`config.mk`:
```
export PLATFORM = sky130hd
export DESIGN_NAME = uart_tx_mmio
export DESIGN_NICKNAME = d
export VERILOG_FILES = /design/src/rtl/uart_tx_pkg.sv /design/src/rtl/uart_tx_fifo.sv /design/src/rtl/uart_tx_mmio.sv
export SDC_FILE = /design/constraint.sdc
export NUM_CORES = 1
export LEC_CHECK = 0
export ABC_AREA = 0
export CAP_MARGIN = 0
export CELL_PAD_IN_SITES_DETAIL_PLACEMENT = 1
export CELL_PAD_IN_SITES_GLOBAL_PLACEMENT = 2
export CORE_ASPECT_RATIO = 0.9
export CORE_MARGIN = 2
export CORE_UTILIZATION = 35
export CTS_CLUSTER_SIZE = 14
export DETAILED_ROUTE_END_ITERATION = 8
export PLACE_DENSITY = 0.72
export SLEW_MARGIN = 20
export SYNTH_ARGS = -nofsm -noshare
export SYNTH_HDL_FRONTEND = slang
export SYNTH_SLANG_ARGS = --single-unit
```
`constraint.sdc`:
```
create_clock -name clk -period 6.1 [get_ports clk]
set_input_delay 1.525 -clock clk [delete_from_list [all_inputs] [get_ports clk]]
set_output_delay 1.525 -clock clk [all_outputs]
set_load 0.02 [all_outputs]
```
`src/rtl/uart_tx_pkg.sv`:
```
// uart_tx_pkg: register offsets, STATUS bit positions and transmitter FSM encoding
// shared by the uart_tx_mmio slice.
package uart_tx_pkg;

    localparam logic [3:0] TXDATA_OFS  = 4'h0;
    localparam logic [3:0] STATUS_OFS  = 4'h4;
    localparam logic [3:0] BAUDDIV_OFS = 4'h8;

    localparam int ST_FULL   = 0;
    localparam int ST_EMPTY  = 1;
    localparam int ST_BUSY   = 2;
    localparam int ST_OVF    = 3;
    localparam int ST_PARITY = 4;

    typedef enum logic [2:0] {
        IDLE   = 3'd0,
        START  = 3'd1,
        DATA   = 3'd2,
        PARITY = 3'd3,
        STOP   = 3'd4
    } tx_state_t;

endpackage

```
`src/rtl/uart_tx_fifo.sv`:
```
// uart_tx_fifo: synchronous FIFO with a power-of-two depth and a combinational
// read port; push when full and pop when empty are ignored.
module uart_tx_fifo #(
    parameter int DEPTH = 8,
    parameter int WIDTH = 8
) (
    input  logic             clk,
    input  logic             rst_n,
    input  logic             push,
    input  logic             pop,
    input  logic [WIDTH-1:0] din,
    output logic [WIDTH-1:0] dout,
    output logic             full,
    output logic             empty
);

    localparam int AW = $clog2(DEPTH);
    localparam logic [AW:0] CNT_FULL = (AW + 1)'(DEPTH);

    logic [WIDTH-1:0] mem [DEPTH];
    logic [AW-1:0]    wptr_q;
    logic [AW-1:0]    rptr_q;
    logic [AW:0]      count_q;
    logic             do_push;
    logic             do_pop;

    assign full    = (count_q == CNT_FULL);
    assign empty   = (count_q == '0);
    assign do_push = push && !full;
    assign do_pop  = pop && !empty;
    assign dout    = mem[rptr_q];

    // Pointers wrap naturally because DEPTH is a power of two.
    always_ff @(posedge clk or negedge rst_n) begin
        if (!rst_n) begin
            wptr_q  <= '0;
            rptr_q  <= '0;
            count_q <= '0;
        end else begin
            if (do_push) wptr_q <= wptr_q + 1'b1;
            if (do_pop)  rptr_q <= rptr_q + 1'b1;
            case ({do_push, do_pop})
                2'b10:   count_q <= count_q + 1'b1;
                2'b01:   count_q <= count_q - 1'b1;
                default: count_q <= count_q;
            endcase
        end
    end

    always_ff @(posedge clk) begin
        if (do_push) mem[wptr_q] <= din;
    end

endmodule

```
`src/rtl/uart_tx_mmio.sv`:
```
// uart_tx_mmio: memory-mapped UART transmitter (TXDATA, STATUS, BAUDDIV) with a TX FIFO.
// Define UART_TX_PARITY_EN to append an even-parity bit to every frame (8E1).
module uart_tx_mmio
    import uart_tx_pkg::*;
#(
    parameter logic [31:0] BASE_ADDR   = 32'h0000_1000,
    parameter int          FIFO_DEPTH  = 8,
    parameter logic [15:0] DEFAULT_DIV = 16'd433
) (
    input  logic        clk,
    input  logic        rst_n,
    input  logic        MemWrite,
    input  logic [31:0] DataAdr,
    input  logic [31:0] WriteData,
    output logic [31:0] ReadData,
    output logic        hit,
    output logic        tx
);

`ifdef UART_TX_PARITY_EN
    localparam logic      PARITY_PRESENT = 1'b1;
    localparam tx_state_t AFTER_DATA     = PARITY;
`else
    localparam logic      PARITY_PRESENT = 1'b0;
    localparam tx_state_t AFTER_DATA     = STOP;
`endif

    logic [3:0]  ofs;
    logic        wr_en;
    logic        txdata_wr;
    logic        fifo_push;
    logic        fifo_pop;
    logic [7:0]  fifo_dout;
    logic        fifo_full;
    logic        fifo_empty;
    logic [15:0] baud_div_q;
    logic        ovf_q;
    logic [31:0] status_word;
    logic        unused_wdata;

    tx_state_t   state_q, state_d;
    logic [15:0] bit_cnt_q, bit_cnt_d;
    logic [15:0] div_q, div_d;
    logic [7:0]  shift_q, shift_d;
    logic [2:0]  bit_idx_q, bit_idx_d;
    logic        tx_q, tx_d;
    logic        bit_end;
`ifdef UART_TX_PARITY_EN
    logic        par_q;
`endif

    assign hit          = (DataAdr[31:4] == BASE_ADDR[31:4]);
    assign ofs          = DataAdr[3:0];
    assign wr_en        = MemWrite && hit;
    assign txdata_wr    = wr_en && (ofs == TXDATA_OFS);
    assign fifo_push    = txdata_wr && !fifo_full;
    assign unused_wdata = ^WriteData[31:16];

    uart_tx_fifo #(
        .DEPTH (FIFO_DEPTH),
        .WIDTH (8)
    ) u_fifo (
        .clk   (clk),
        .rst_n (rst_n),
        .push  (fifo_push),
        .pop   (fifo_pop),
        .din   (WriteData[7:0]),
        .dout  (fifo_dout),
        .full  (fifo_full),
        .empty (fifo_empty)
    );

    // Reads are side-effect free: the core samples ReadData in the same cycle.
    always_comb begin
        status_word            = '0;
        status_word[ST_FULL]   = fifo_full;
        status_word[ST_EMPTY]  = fifo_empty;
        status_word[ST_BUSY]   = (state_q != IDLE);
        status_word[ST_OVF]    = ovf_q;
        status_word[ST_PARITY] = PARITY_PRESENT;
        ReadData               = '0;
        if (hit) begin
            case (ofs)
                STATUS_OFS:  ReadData = status_word;
                BAUDDIV_OFS: ReadData = {16'b0, baud_div_q};
                default:     ReadData = '0;
            endcase
        end
    end

    // A push into a full FIFO is dropped and flagged, even if a pop happens on the same edge.
    always_ff @(posedge clk or negedge rst_n) begin
        if (!rst_n) begin
            baud_div_q <= DEFAULT_DIV;
            ovf_q      <= 1'b0;
        end else begin
            if (wr_en && (ofs == BAUDDIV_OFS)) baud_div_q <= WriteData[15:0];
            if (txdata_wr && fifo_full) begin
                ovf_q <= 1'b1;
            end else if (wr_en && (ofs == STATUS_OFS) && WriteData[ST_OVF]) begin
                ovf_q <= 1'b0;
            end
        end
    end

    assign bit_end = (bit_cnt_q == div_q);

    always_comb begin
        state_d   = state_q;
        bit_cnt_d = bit_cnt_q;
        div_d     = div_q;
        shift_d   = shift_q;
        bit_idx_d = bit_idx_q;
        fifo_pop  = 1'b0;
        tx_d      = 1'b1;

        if (state_q != IDLE) bit_cnt_d = bit_end ? '0 : bit_cnt_q + 16'd1;

        case (state_q)
            IDLE: begin
                if (!fifo_empty) begin
                    fifo_pop  = 1'b1;
                    shift_d   = fifo_dout;
                    div_d     = baud_div_q;
                    bit_cnt_d = '0;
                    state_d   = START;
                end
            end
            START: begin
                if (bit_end) begin
                    bit_idx_d = '0;
                    state_d   = DATA;
                end
            end
            DATA: begin
                if (bit_end) begin
                    if (bit_idx_q == 3'd7) begin
                        state_d = AFTER_DATA;
                    end else begin
                        bit_idx_d = bit_idx_q + 3'd1;
                        shift_d   = {1'b0, shift_q[7:1]};
                    end
                end
            end
`ifdef UART_TX_PARITY_EN
            PARITY: begin
                if (bit_end) state_d = STOP;
            end
`endif
            STOP: begin
                if (bit_end) state_d = IDLE;
            end
            default: state_d = IDLE;
        endcase

        // tx is derived from the next state so the registered output lines up with state_q.
        case (state_d)
            START:   tx_d = 1'b0;
            DATA:    tx_d = shift_d[0];
`ifdef UART_TX_PARITY_EN
            PARITY:  tx_d = par_q;
`endif
            default: tx_d = 1'b1;
        endcase
    end

    always_ff @(posedge clk or negedge rst_n) begin
        if (!rst_n) begin
            state_q   <= IDLE;
            bit_cnt_q <= '0;
            bit_idx_q <= '0;
            tx_q      <= 1'b1;
        end else begin
            state_q   <= state_d;
            bit_cnt_q <= bit_cnt_d;
            bit_idx_q <= bit_idx_d;
            tx_q      <= tx_d;
        end
    end

    always_ff @(posedge clk) begin
        shift_q <= shift_d;
        div_q   <= div_d;
`ifdef UART_TX_PARITY_EN
        if (fifo_pop) par_q <= ^fifo_dout;
`endif
    end

    assign tx = tx_q;

endmodule

```
Word level (Yosys, flattened, before mapping) --
Memories as Yosys holds them, arrays and structs flattened. Cells that the tools add are included.
Cells by class: add/subtract/negate cells 6, equal/unequal tests 17, muxes and demuxes 28, bitwise operators 1, reduce and logical (&&, ||, !) cells 22
Operators by type and width (number):
- two-way mux 16 bit | 4
- two-way mux 32 bit | 1
- case mux 16 bit (2 select lines) | 1
- equality test 28 x 9 -> 1 bit, second input constant | 1
- two-way mux 3 bit | 8
- two-way mux 8 bit | 3
- adder 16 x 1 -> 16 bit, second input constant | 1
- equality test 16 bit | 1
- case mux 8 bit (2 select lines) | 1
- case mux 3 bit (4 select lines) | 1
- adder 3 x 1 -> 3 bit, second input constant | 3
- logical AND 1 bit | 9
- equality test 4 bit, second input constant | 2
- logical NOT 4 bit | 2
- inequality test 2 bit, second input constant | 4
- case mux 4 bit (2 select lines) | 1
- AND reduction 4 bit | 2
- nonzero test 2 bit | 4
- equality test 3 x 1 -> 1 bit, second input constant | 2
- equality test 3 x 2 -> 1 bit, second input constant | 2
- equality test 3 bit, second input constant | 2
- two-way mux 1 bit | 6
- case mux 3 bit (2 select lines) | 1
- adder 4 x 1 -> 4 bit, second input constant | 1
- 10 further kinds | 11
Word-level totals: register bits 74, bits in writable memories 64, input bits 67, output and inout bits 34, logic and storage cells 87, memories 1
Memories:
- u_fifo.mem | depth 8, width 8, read ports 1, clocked after memory_dff 0, wr ports 1, line uart_tx_fifo.sv:20 | logic [WIDTH-1:0] mem [DEPTH];

Depth between registers and ports, before layout --
Gate-level depths: netlist of the first run.
depth in word-level cells 7, depth in mapped cells 12, mapped depth without buffers 12

Cells and area by module --
From an unflattened synthesis of the first run, not the netlist that was laid out.
Second synthesis, totals: cell total of the unflattened synthesis 439, area total of the unflattened synthesis 6418.7 um^2
By module, submodules not included:
- uart_tx_mmio | times used 1, cells each 278, area each 3279.4 um^2, seq. area each 1719.1 um^2
- uart_tx_fifo | times used 1, cells each 161, area each 3139.3 um^2, seq. area each 2172.1 um^2

Least setup slack after synthesis of the first run --
OpenSTA, ideal clock, no wires.
kind in2out, start point input port DataAdr[6], end point output port ReadData[10], arrival 2.771 ns, data required time 4.575 ns, path slack 1.804 ns, cell stages on the path 6, path buffers 1, path through nor4_1 > and4_1 > nand4_4 > nor2b_4 > clkbuf_1 > and2_1
Between the ends: cells in the longest elaborated chain, start to end 2
RTL lines:
- from (decl) | line uart_tx_mmio.sv:13 | input logic [31:0] DataAdr,
- equality test 28 x 9 -> 1 bit | line uart_tx_mmio.sv:52 | assign hit = (DataAdr[31:4] == BASE_ADDR[31:4]);
- two-way mux 32 bit | line uart_tx_mmio.sv:82 | if (hit) begin
- to (decl) | line uart_tx_mmio.sv:15 | output logic [31:0] ReadData,
Every way passes these cells.

Worst setup path after layout of the first run --
start point input port DataAdr[6], end point output port ReadData[4]
The elaborated chain is that of the path after synthesis.

==> results of run 1 <==
-- synthesized netlist by cell type, types with 9 or more instances --
library cell | n | area [µm²]
sky130_fd_sc_hd__mux2i_1 | 9 | 90.1
sky130_fd_sc_hd__and2_1 | 15 | 93.8
sky130_fd_sc_hd__edfxtp_1 | 87 | 2610
sky130_fd_sc_hd__xor2_1 | 32 | 280
sky130_fd_sc_hd__dfrtp_1 | 44 | 1100
sky130_fd_sc_hd__mux4_2 | 16 | 360
sky130_fd_sc_hd__nor2_1 | 32 | 120
sky130_fd_sc_hd__buf_4 | 18 | 135
sky130_fd_sc_hd__o21ai_0 | 9 | 45.0
sky130_fd_sc_hd__mux2_1 | 10 | 113
sky130_fd_sc_hd__nand2_1 | 31 | 116
sky130_fd_sc_hd__mux2_2 | 9 | 101
-- sequential cells by signal (all words and copies together) (netlist names) --
register / cells
baud_div_q: 16
div_q: 16
bit_cnt_q: 16
state_q: 3
shift_q: 8
u_fifo.rptr_q: 3
bit_idx_q: 3
ovf_q: 1
u_fifo.mem: 64
u_fifo.wptr_q: 3
u_fifo.count_q: 4
tx: 1
-- critical path, cell delays in order --
cell                              delay, ps
sky130_fd_sc_hd__clkdlybuf4s50_1        400
sky130_fd_sc_hd__nor4_1                 300
sky130_fd_sc_hd__and4_1                 300
sky130_fd_sc_hd__nand4_4                180
sky130_fd_sc_hd__nor2b_4                300
sky130_fd_sc_hd__and2_1                 170
sky130_fd_sc_hd__clkdlybuf4s50_1        640
-- routing by layer --
metal	track usage [%]	vias up	share of wire, %
met5	0	-	0
met4	5.71	0	1.8
met3	3.67	17	3.2
met2	24.4	70	48
met1	20.5	1834	47
li1	-	1690	-
-- worst paths after layout --
kind	end	startpoint	slack (ps)
min in group asynchronous	bit_cnt_q[14]	rst_n	1220
worst max-delay path	ReadData[4]	DataAdr[6]	760
worst min-delay path	div_q[14]	baud_div_q[14]	470
worst max register to register	u_fifo.count_q[2]	state_q[2]	2680
max in group asynchronous	u_fifo.rptr_q[0]	rst_n	4390
worst min register to register	div_q[14]	baud_div_q[14]	470
-- cells by family after synthesis --
group | after synthesis
flops | 138
simple gates | 134
mux | 44
xor+xnor | 40
buf+inv | 36
compound gates | 27
fa+ha+maj | 8
other cells | 1
-- cell type report --
cell class	count	share of cell area, %
clock buffer	20	5.95
clock inverter	12	1.86
inverter	5	0.244
multi-input combinational	269	28.1
sequential	138	50.7
tap	240	3.91
timing repair buffer	72	9.19
-- power groups by stage --
| stage | clock (mW) | sequential (mW) | combinational [mW] |
|---|---|---|---|
| after floorplan | 0 | 1.03 | 0.0358 |
| after global placement | 0 | 1.03 | 0.0823 |
| after detailed placement | 0 | 1.03 | 0.0848 |
| after CTS | 1.05 | 1.02 | 0.0849 |
| after global routing | 1.09 | 1.02 | 0.0921 |
| final | 1.03 | 1.02 | 0.0836 |
==> impl_results.rst, run 1 <==
.. list-table::
   :header-rows: 1

   * - Metric
     - Value
   * - Post-layout nets
     - 578
   * - Worst setup timing slack at the placement stage
     - 720 ps
   * - Overall power consumption
     - 2.13 mW
   * - Path category of the worst min-delay check
     - reg2reg
   * - Global-route usage over all layers
     - 15.3%
   * - Top Ports
     - 101
   * - Share of final-layout standard cells stronger than drive strength 1
     - 17.1%
   * - Static Leakage
     - 2.79 nW
   * - Pins over their slew limit
     - 0
   * - N_diodes
     - 0
   * - Post-synthesis mux area share
     - 10.7%
   * - Data arrival at the endpoint of the critical path
     - 3820 ps
   * - Die footprint
     - 18800 µm²
   * - Most common library cell in the layout ignoring fill and taps
     - sky130_fd_sc_hd__edfxtp_1
   * - Power Density
     - 277 nW/µm²
   * - Total count of hold-check failures in the final report
     - 0
   * - Worst setup path class
     - in2out
   * - Share of total power in combinational logic
     - 3.9%
   * - Vias per inst
     - 4.78
   * - Switching power
     - 0.450 mW
   * - Crit share post-route
     - 87.6%
   * - Post-detail-place hpwl
     - 9280 µm
   * - Number of cells on the worst reg-to-reg path
     - 10
   * - Worst max-slew margin expressed relative to the limit
     - 30.4%
   * - Combinational family with the most area after synthesis
     - simple AND/OR/NAND/NOR gates
   * - Clock share of power
     - 48.3%
   * - Core Region
     - 17500 µm²
   * - Post-synthesis share of cell area spent on xor and xnor gates
     - 5.64%
   * - Number of warnings reported in the yosys synthesis log
     - 0
   * - Clock slew at the register clock pins of the worst setup and hold paths
     - 60 ps
   * - Area grow syn2layout
     - 23.7%
   * - Max Cap Viol
     - 0
   * - Count of instances resized after the clock tree is built
     - 0
   * - Switching share of power
     - 21.2%
   * - Detailed-router iteration count before antenna repair
     - 4
   * - Routed wirelength normalized by instance count
     - 17.6 µm
   * - Netlist area before placement
     - 6210 µm²
   * - Peak fanout along the critical path
     - 13
   * - Worst Hold Slack
     - 473 ps
   * - Number of library cell types mapped by synthesis
     - 51
   * - Overall die height
     - 130 µm
   * - CTS tree
     - yes
   * - Post-Synthesis Cells
     - 428
   * - Post-synth ARST share
     - 36.2%
   * - Skew-Pair Late Insertion Delay
     - 420 ps
   * - # H-tree levels
     - 4
   * - Drt total wl
     - 13300 µm
   * - Number of setup violations in the final report
     - 0
   * - Peak clock frequency supported by timing
     - 187 MHz
   * - Fin Setup TNS
     - 0 ps
   * - Simple-gate share of the synthesized area
     - 12.9%
   * - Arithmetic-cell share of the synthesized area counting full adders, half adders and majority gates
     - 1.61%
   * - Final WS setup
     - 756 ps
   * - First-pass GRT wire length
     - 21200 µm
   * - Clock net sink count
     - 138
   * - Area taken by flip-flops and latches
     - 3890 µm²
   * - Predominant post-synthesis flop cell
     - sky130_fd_sc_hd__edfxtp_1
   * - Largest net degree at the start of global routing
     - 51
   * - Number of standard cells in the final layout excluding fillers
     - 756
   * - Effective utilization at floorplan
     - 35.5%
   * - CTS hold repair buffers
     - 0
   * - Internal Pwr Total
     - 1.68 mW
   * - Setup repair after global routing missed its margin
     - no
   * - Share of power burned in registers
     - 47.8%
   * - Startpoint types
     - primary input
   * - Worst slew pin tran
     - 1040 ps
   * - Initial antenna violation count
     - 0
   * - Worst-case vdd ir drop
     - 0.000201 V
   * - Post-synth EDFFs
     - 87
   * - Global-route congestion overflow total
     - 0
   * - Number of rows created at floorplan
     - 46
   * - ANT nets after route
     - 0
   * - Highest-count cells in the layout ignoring fill and taps
     - 87 x sky130_fd_sc_hd__edfxtp_1, 67 x sky130_fd_sc_hd__clkdlybuf4s50_1, 43 x sky130_fd_sc_hd__dfrtp_1
   * - Buffers from clock root to sink, at most
     - 2
   * - Number of buffers added by the clock tree synthesis step
     - 17
   * - Number of DRC violations after detailed routing
     - 0
   * - Average footprint of a synthesized cell
     - 14.5 µm²
   * - Die X
     - 144 µm
   * - Filler instances
     - 1801
   * - Clock skew after layout
     - 7.71 ps
   * - Type of element capturing the critical path
     - output port
   * - Count of routing violations after the opening detailed-route iteration
     - 167
   * - Result of the run
     - finished clean
   * - Setup Fix Bufs, Post-CTS
     - 0
   * - Cells on Worst Hold Path
     - 0
   * - Final min period
     - 5340 ps
   * - Standard cell area after detailed placement
     - 7080 µm²
   * - Vias in the first global route
     - 3801
   * - CP Data Required Time
     - 4580 ps
   * - Combined area of the multi-input logic cells
     - 2160 µm²
   * - CTS Root Cell
     - sky130_fd_sc_hd__clkbuf_16
   * - Sequential cell area fraction in the yosys report
     - 62.7%
   * - Fraction of the core area covered by cells at the end of the flow
     - 43.9%
   * - Placed instance count
     - 724
   * - Vias post-DR
     - 3611
   * - Gpl congestion
     - 0.764
   * - Post-synthesis compound-gate area fraction
     - 2.72%
   * - Number of buffers inserted by port buffering
     - 68
   * - Count of state elements after synthesis
     - 138
   * - Post-route standard cell area excluding fillers
     - 7680 µm²
Power figures use the tool's default switching activity.
==> run 2, diff against run 1 <==
MAX_ROUTING_LAYER = met4   (was not set)
==> run 2 against run 1 <==
Compared with the run above: routed wire length shrank 0.59%; core utilization stayed put; sequential power barely moved; non-clock buffer count unchanged; first-iteration DRC count grew 8.4%; clock power about the same; critical path depth unchanged; sequential share of layout area is the same; hold slack barely moved; final cell count stayed put; fmax about the same; die area stayed put; largest power group unchanged.
==> impl_results.rst, run 2 (synthesized netlist as in run 1, its figures left out) <==
.. list-table::
   :header-rows: 1

   * - Metric
     - Value
   * - Initial antenna violation count
     - 0
   * - Worst-case vdd ir drop
     - 0.000200 V
   * - Count of routing violations after the opening detailed-route iteration
     - 181
   * - Result of the run
     - finished clean
   * - Drt total wl
     - 13200 µm
   * - Share of final-layout standard cells stronger than drive strength 1
     - 17.1%
   * - First-pass GRT wire length
     - 21200 µm
   * - Area taken by flip-flops and latches
     - 3890 µm²
   * - Power Density
     - 277 nW/µm²
   * - Top Ports
     - 101
   * - Effective utilization at floorplan
     - 35.5%
   * - Routed wirelength normalized by instance count
     - 17.5 µm
   * - Final min period
     - 5340 ps
   * - Filler instances
     - 1801
   * - Highest-count cells in the layout ignoring fill and taps
     - 87 x sky130_fd_sc_hd__edfxtp_1, 67 x sky130_fd_sc_hd__clkdlybuf4s50_1, 43 x sky130_fd_sc_hd__dfrtp_1
   * - Skew-Pair Late Insertion Delay
     - 420 ps
   * - Standard cell area after detailed placement
     - 7080 µm²
   * - Vias per inst
     - 4.74
   * - Reg2Reg Launch Point
     - state_q[2]
   * - Crit share post-route
     - 87.5%
   * - Post-detail-place hpwl
     - 9280 µm
   * - Number of setup violations in the final report
     - 0
   * - Global-route usage over all layers
     - 15.8%
   * - Destination of the worst hold path
     - div_q[14]
   * - Clock skew after layout
     - 8.01 ps
   * - Pins over their slew limit
     - 0
   * - Combined area of the multi-input logic cells
     - 2160 µm²
   * - Data arrival at the endpoint of the critical path
     - 3810 ps
   * - Gpl congestion
     - 0.774
   * - Total count of hold-check failures in the final report
     - 0
   * - Max Cap Viol
     - 0
   * - Post-layout nets
     - 578
   * - Vias post-DR
     - 3587
   * - Clock slew at the register clock pins of the worst setup and hold paths
     - 60 ps
   * - Global-route congestion overflow total
     - 0
   * - Setup Fix Bufs, Post-CTS
     - 0
   * - Setup repair after global routing missed its margin
     - no
   * - Core Region
     - 17500 µm²
   * - Number of DRC violations after detailed routing
     - 0
   * - Peak fanout along the critical path
     - 13
   * - Switching power
     - 0.449 mW
   * - Die X
     - 144 µm
   * - Number of buffers added by the clock tree synthesis step
     - 17
   * - Static Leakage
     - 2.79 nW
   * - Number of buffers inserted by port buffering
     - 68
   * - Peak clock frequency supported by timing
     - 187 MHz
   * - # H-tree levels
     - 4
   * - Worst slew pin tran
     - 1050 ps
   * - Largest net degree at the start of global routing
     - 51
   * - Vias in the first global route
     - 3807
   * - Number of rows created at floorplan
     - 46
   * - Fraction of the core area covered by cells at the end of the flow
     - 43.9%
   * - Number of cells on the worst reg-to-reg path
     - 10
   * - Flip-flop count of the largest register after layout
     - 64
   * - Worst max-slew margin expressed relative to the limit
     - 30.0%
   * - Fin Setup TNS
     - 0 ps
   * - Reg2Reg Capture Point
     - u_fifo.count_q[2]
   * - Most common library cell in the layout ignoring fill and taps
     - sky130_fd_sc_hd__edfxtp_1
   * - Count of instances resized after the clock tree is built
     - 0
   * - Clock net sink count
     - 138
   * - Post-route standard cell area excluding fillers
     - 7680 µm²
   * - Overall die height
     - 130 µm
   * - Detailed-router iteration count before antenna repair
     - 4
   * - Switching share of power
     - 21.1%
   * - CTS hold repair buffers
     - 0
   * - Clock share of power
     - 48.3%
   * - CTS tree
     - yes
   * - Overall power consumption
     - 2.13 mW
   * - Share of power burned in registers
     - 47.8%
   * - Die footprint
     - 18800 µm²
   * - Top reg by flops
     - u_fifo.mem
   * - Startpoint types
     - primary input
   * - CTS Root Cell
     - sky130_fd_sc_hd__clkbuf_16
   * - Share of total power in combinational logic
     - 3.9%
   * - N_diodes
     - 0
   * - Cells on Worst Hold Path
     - 0
   * - Area grow syn2layout
     - 23.7%
   * - Startpoint of the tightest hold check path
     - baud_div_q[14]
   * - CP Data Required Time
     - 4580 ps
   * - Reg2reg setup slack
     - 2670 ps
   * - Worst setup path class
     - in2out
   * - Type of element capturing the critical path
     - output port
   * - ANT nets after route
     - 0
   * - Internal Pwr Total
     - 1.68 mW
   * - Buffers from clock root to sink, at most
     - 2
   * - Path category of the worst min-delay check
     - reg2reg
==> run 2: cell counts in the layout (fill, tap and decap cells not counted) <==
No cell type changed its count.
==> run 2: how the worst max path moves through the flow <==
stage | end | cells after the start | start | slack (ps)
detailed placement | ReadData[4] | 7 | DataAdr[6] | 720
floorplan | ReadData[10] | 6 | DataAdr[6] | 1800
global route | ReadData[15] | 7 | DataAdr[6] | 530
CTS | ReadData[15] | 7 | DataAdr[6] | 700
global placement | ReadData[5] | 7 | DataAdr[6] | 730
finish | ReadData[4] | 7 | DataAdr[6] | 760
==> run 2: power by group through the flow <==
stage | sequential (mW) | combinational [mW] | clock (mW)
after global routing | 1.02 | 0.0921 | 1.09
final | 1.02 | 0.0835 | 1.03
after global placement | 1.03 | 0.0823 | 0
after detailed placement | 1.03 | 0.0848 | 0
after floorplan | 1.03 | 0.0358 | 0
after CTS | 1.02 | 0.0849 | 1.05
==> run 2: layout make-up <==
type / count / share of cell area (%)
inverters: 5 / 0.244
clock buffers: 20 / 5.95
flip-flops and latches: 138 / 50.7
well taps: 240 / 3.91
repair buffers: 72 / 9.19
clock inverters: 12 / 1.86
multi-input cells: 269 / 28.1
==> run 2: layer usage <==
layer	vias to the layer above	wire, µm	GRT usage [%]
met5	-	0	-
met4	0	227	5.88
met3	16	399	3.34
met2	69	6320	24.3
met1	1814	6280	20.8
li1	1688	-	-
==> run 2: through the flow <==
stage                     setup WS, ps  cells  hold slack [ps]
after global placement             725    724              442
after global routing               528    756              491
after floorplan                   1800    443              431
after detailed placement           720    724              467
final                              761    756              474
after CTS                          704    756              477
==> run 2: worst max-delay path, cell delays in order <==
cell and delay [ps]:
sky130_fd_sc_hd__clkdlybuf4s50_1 400, sky130_fd_sc_hd__nor4_1 300, sky130_fd_sc_hd__and4_1 300, sky130_fd_sc_hd__nand4_4 180, sky130_fd_sc_hd__nor2b_4 290, sky130_fd_sc_hd__and2_1 170, sky130_fd_sc_hd__clkdlybuf4s50_1 640
==> run 3, diff against run 2 <==
PLACE_DENSITY = 0.78   (was 0.72)
==> run 3 against run 2 <==
Compared with the run above: fmax shrank 0.50%; sequential power is essentially flat; non-clock buffer count is 2 higher; count of clock-buffer cells in the layout fell by 3; critical path depth unchanged; global-route usage decreased by 0.81 points; setup slack got worse by 27 ps; routed wire length fell by 5.1%; hold slack got worse by 11 ps; first-iteration DRC count up 25%; via count increased by 0.17%; critical path type unchanged.
==> impl_results.rst, run 3 (synthesized netlist as in run 1, its figures left out) <==
.. list-table::
   :header-rows: 1

   * - Metric
     - Value
   * - Number of DRC violations after detailed routing
     - 0
   * - Count of routing violations after the opening detailed-route iteration
     - 226
   * - Clock slew at the register clock pins of the worst setup and hold paths
     - 60 ps
   * - Vias post-DR
     - 3593
   * - Most Crowded Layer GR
     - met2
   * - Initial antenna violation count
     - 0
   * - Worst slew pin tran
     - 964 ps
   * - Detailed-router iteration count before antenna repair
     - 5
   * - Power Density
     - 276 nW/µm²
   * - CTS hold repair buffers
     - 0
   * - Drt total wl
     - 12500 µm
   * - Cells on Worst Hold Path
     - 0
   * - CP Data Required Time
     - 4580 ps
   * - Startpoint of the tightest hold check path
     - baud_div_q[15]
   * - Reg2Reg Launch Point
     - state_q[2]
   * - N_diodes
     - 0
   * - Result of the run
     - finished clean
   * - Post-detail-place hpwl
     - 8850 µm
   * - Cell repeated most along the worst path
     - sky130_fd_sc_hd__clkdlybuf4s50_1
   * - Worst setup path class
     - in2out
   * - Global-route usage over all layers
     - 15.0%
   * - Die footprint
     - 18800 µm²
   * - Share of power burned in registers
     - 48.0%
   * - Destination of the worst hold path
     - div_q[15]
   * - Cells along the critical path
     - clkdlybuf4s50_1 > nor4_1 > and4_1 > nand4_4 > nor2b_4 > and2_1 > clkdlybuf4s50_1
   * - Number of buffers inserted by port buffering
     - 68
   * - Filler instances
     - 1790
   * - Global-route congestion overflow total
     - 0
   * - Share of total power in combinational logic
     - 3.9%
   * - Top Ports
     - 101
   * - ANT nets after route
     - 0
   * - Area grow syn2layout
     - 23.7%
   * - First-pass GRT wire length
     - 20300 µm
   * - Buffer and inverter count on the worst path
     - 2
   * - Met1 track utilization from global routing
     - 18.9%
   * - Number of rows created at floorplan
     - 46
   * - Crit share post-route
     - 88.0%
   * - Vias per inst
     - 4.74
   * - Data arrival at the endpoint of the critical path
     - 3840 ps
   * - Clock skew after layout
     - 6.94 ps
   * - CP max-delay cell
     - sky130_fd_sc_hd__clkdlybuf4s50_1
   * - Type of element capturing the critical path
     - output port
   * - CTS tree
     - yes
   * - Die X
     - 144 µm
   * - Peak clock frequency supported by timing
     - 186 MHz
   * - Placed instance count
     - 726
   * - Critical Path Stages
     - 7
   * - Path category of the worst min-delay check
     - reg2reg
   * - Overall die height
     - 130 µm
   * - Effective utilization at floorplan
     - 35.5%
   * - Static Leakage
     - 2.79 nW
   * - Total count of hold-check failures in the final report
     - 0
   * - Cell family with the largest share of critical-path delay
     - simple AND/OR/NAND/NOR gates
   * - Number of buffers added by the clock tree synthesis step
     - 17
   * - CTS Root Cell
     - sky130_fd_sc_hd__clkbuf_16
   * - Internal Pwr Total
     - 1.66 mW
   * - Core Region
     - 17500 µm²
   * - Clock share of power
     - 48.0%
   * - Buffers from clock root to sink, at most
     - 2
   * - Setup repair after global routing missed its margin
     - no
   * - Setup Fix Bufs, Post-CTS
     - 0
   * - Max incr delay on CP
     - 640 ps
   * - Worst max-slew margin expressed relative to the limit
     - 34.8%
   * - Highest-count cells in the layout ignoring fill and taps
     - 87 x sky130_fd_sc_hd__edfxtp_1, 67 x sky130_fd_sc_hd__clkdlybuf4s50_1, 43 x sky130_fd_sc_hd__dfrtp_1
   * - Largest net degree at the start of global routing
     - 51
   * - Top reg by flops
     - u_fifo.mem
   * - Max Cap Viol
     - 0
   * - Startpoint types
     - primary input
   * - Switching power
     - 0.460 mW
   * - Flip-flop count of the largest register after layout
     - 64
   * - Peak fanout along the critical path
     - 13
   * - Skew-Pair Late Insertion Delay
     - 420 ps
   * - Final min period
     - 5370 ps
   * - Global routing met2 resource utilization
     - 23.5%
   * - Vias in the first global route
     - 3782
   * - Pins over their slew limit
     - 0
   * - Fin Setup TNS
     - 0 ps
   * - Most common library cell in the layout ignoring fill and taps
     - sky130_fd_sc_hd__edfxtp_1
   * - Number of cells on the worst reg-to-reg path
     - 11
   * - Met3 demand-to-capacity share in global routing
     - 3.78%
   * - Share of final-layout standard cells stronger than drive strength 1
     - 17.4%
   * - # H-tree levels
     - 4
   * - Number of setup violations in the final report
     - 0
   * - Post-layout nets
     - 580
   * - Routed wirelength normalized by instance count
     - 16.6 µm
   * - Clock net sink count
     - 138
   * - Switching share of power
     - 21.7%
   * - Worst-case vdd ir drop
     - 0.000236 V
   * - Reg2Reg Capture Point
     - u_fifo.count_q[2]
   * - Gpl congestion
     - 0.748
   * - Reg2reg setup slack
     - 3110 ps
   * - Count of instances resized after the clock tree is built
     - 0
   * - Number of standard cells in the final layout excluding fillers
     - 758
run 3: layer usage:
layer | part of all wire [%] | up-vias
met4 | 1.7 | 0
met5 | 0 | -
li1 | - | 1696
met1 | 45 | 1779
met2 | 49 | 99
met3 | 4.9 | 19
run 3: final cells by class:
class / count / area, µm² / area share [%]
sequential: 138 / 3890 / 50.7
multi-input combinational: 269 / 2160 / 28.1
timing repair buffer: 74 / 721 / 9.39
clock buffer: 17 / 425 / 5.54
tap: 240 / 300 / 3.91
clock inverter: 15 / 163 / 2.12
inverter: 5 / 18.8 / 0.244
run 3: stage by stage:
step / hold WS [ps] / total power, mW / util (%) / setup slack [ps] / instance area, µm²
4_1_cts: 465 / 2.14 / 43.9 / 657 / 7670
3_3_place_gp: 451 / 1.12 / 40.5 / 723 / 7090
5_1_grt: 470 / 2.18 / 43.9 / 506 / 7680
2_1_floorplan: 431 / 1.07 / - / 1800 / 6260
3_5_place_dp: 451 / 1.12 / 40.5 / 664 / 7090
6_report: 463 / 2.12 / 43.9 / 734 / 7680
run 3: power by group through the flow:
| stage | registers [mW] | clock network, mW | logic, mW |
|---|---|---|---|
| after CTS | 1.02 | 1.04 | 0.0845 |
| after detailed placement | 1.03 | 0 | 0.0843 |
| after global routing | 1.02 | 1.07 | 0.0917 |
| final | 1.02 | 1.02 | 0.0834 |
| after global placement | 1.03 | 0 | 0.0828 |
| after floorplan | 1.03 | 0 | 0.0358 |
run 3: worst max path at each step:
stage / end / from
global placement: ReadData[6] / DataAdr[14]
global route: ReadData[5] / DataAdr[14]
finish: ReadData[5] / DataAdr[14]
CTS: ReadData[13] / DataAdr[14]
detailed placement: ReadData[13] / DataAdr[14]
floorplan: ReadData[10] / DataAdr[6]
run 3: worst reg2reg max path: cells and delay by family (launching register included):
kind / cells / cell delay, ps
AND/OR/NAND/NOR: 3 / 920
flip-flops: 1 / 430
adder cells (fa/ha/maj): 2 / 530
AO/OA/AOI/OAI: 1 / 140
XOR/XNOR: 3 / 410
buffers and inverters: 2 / 440
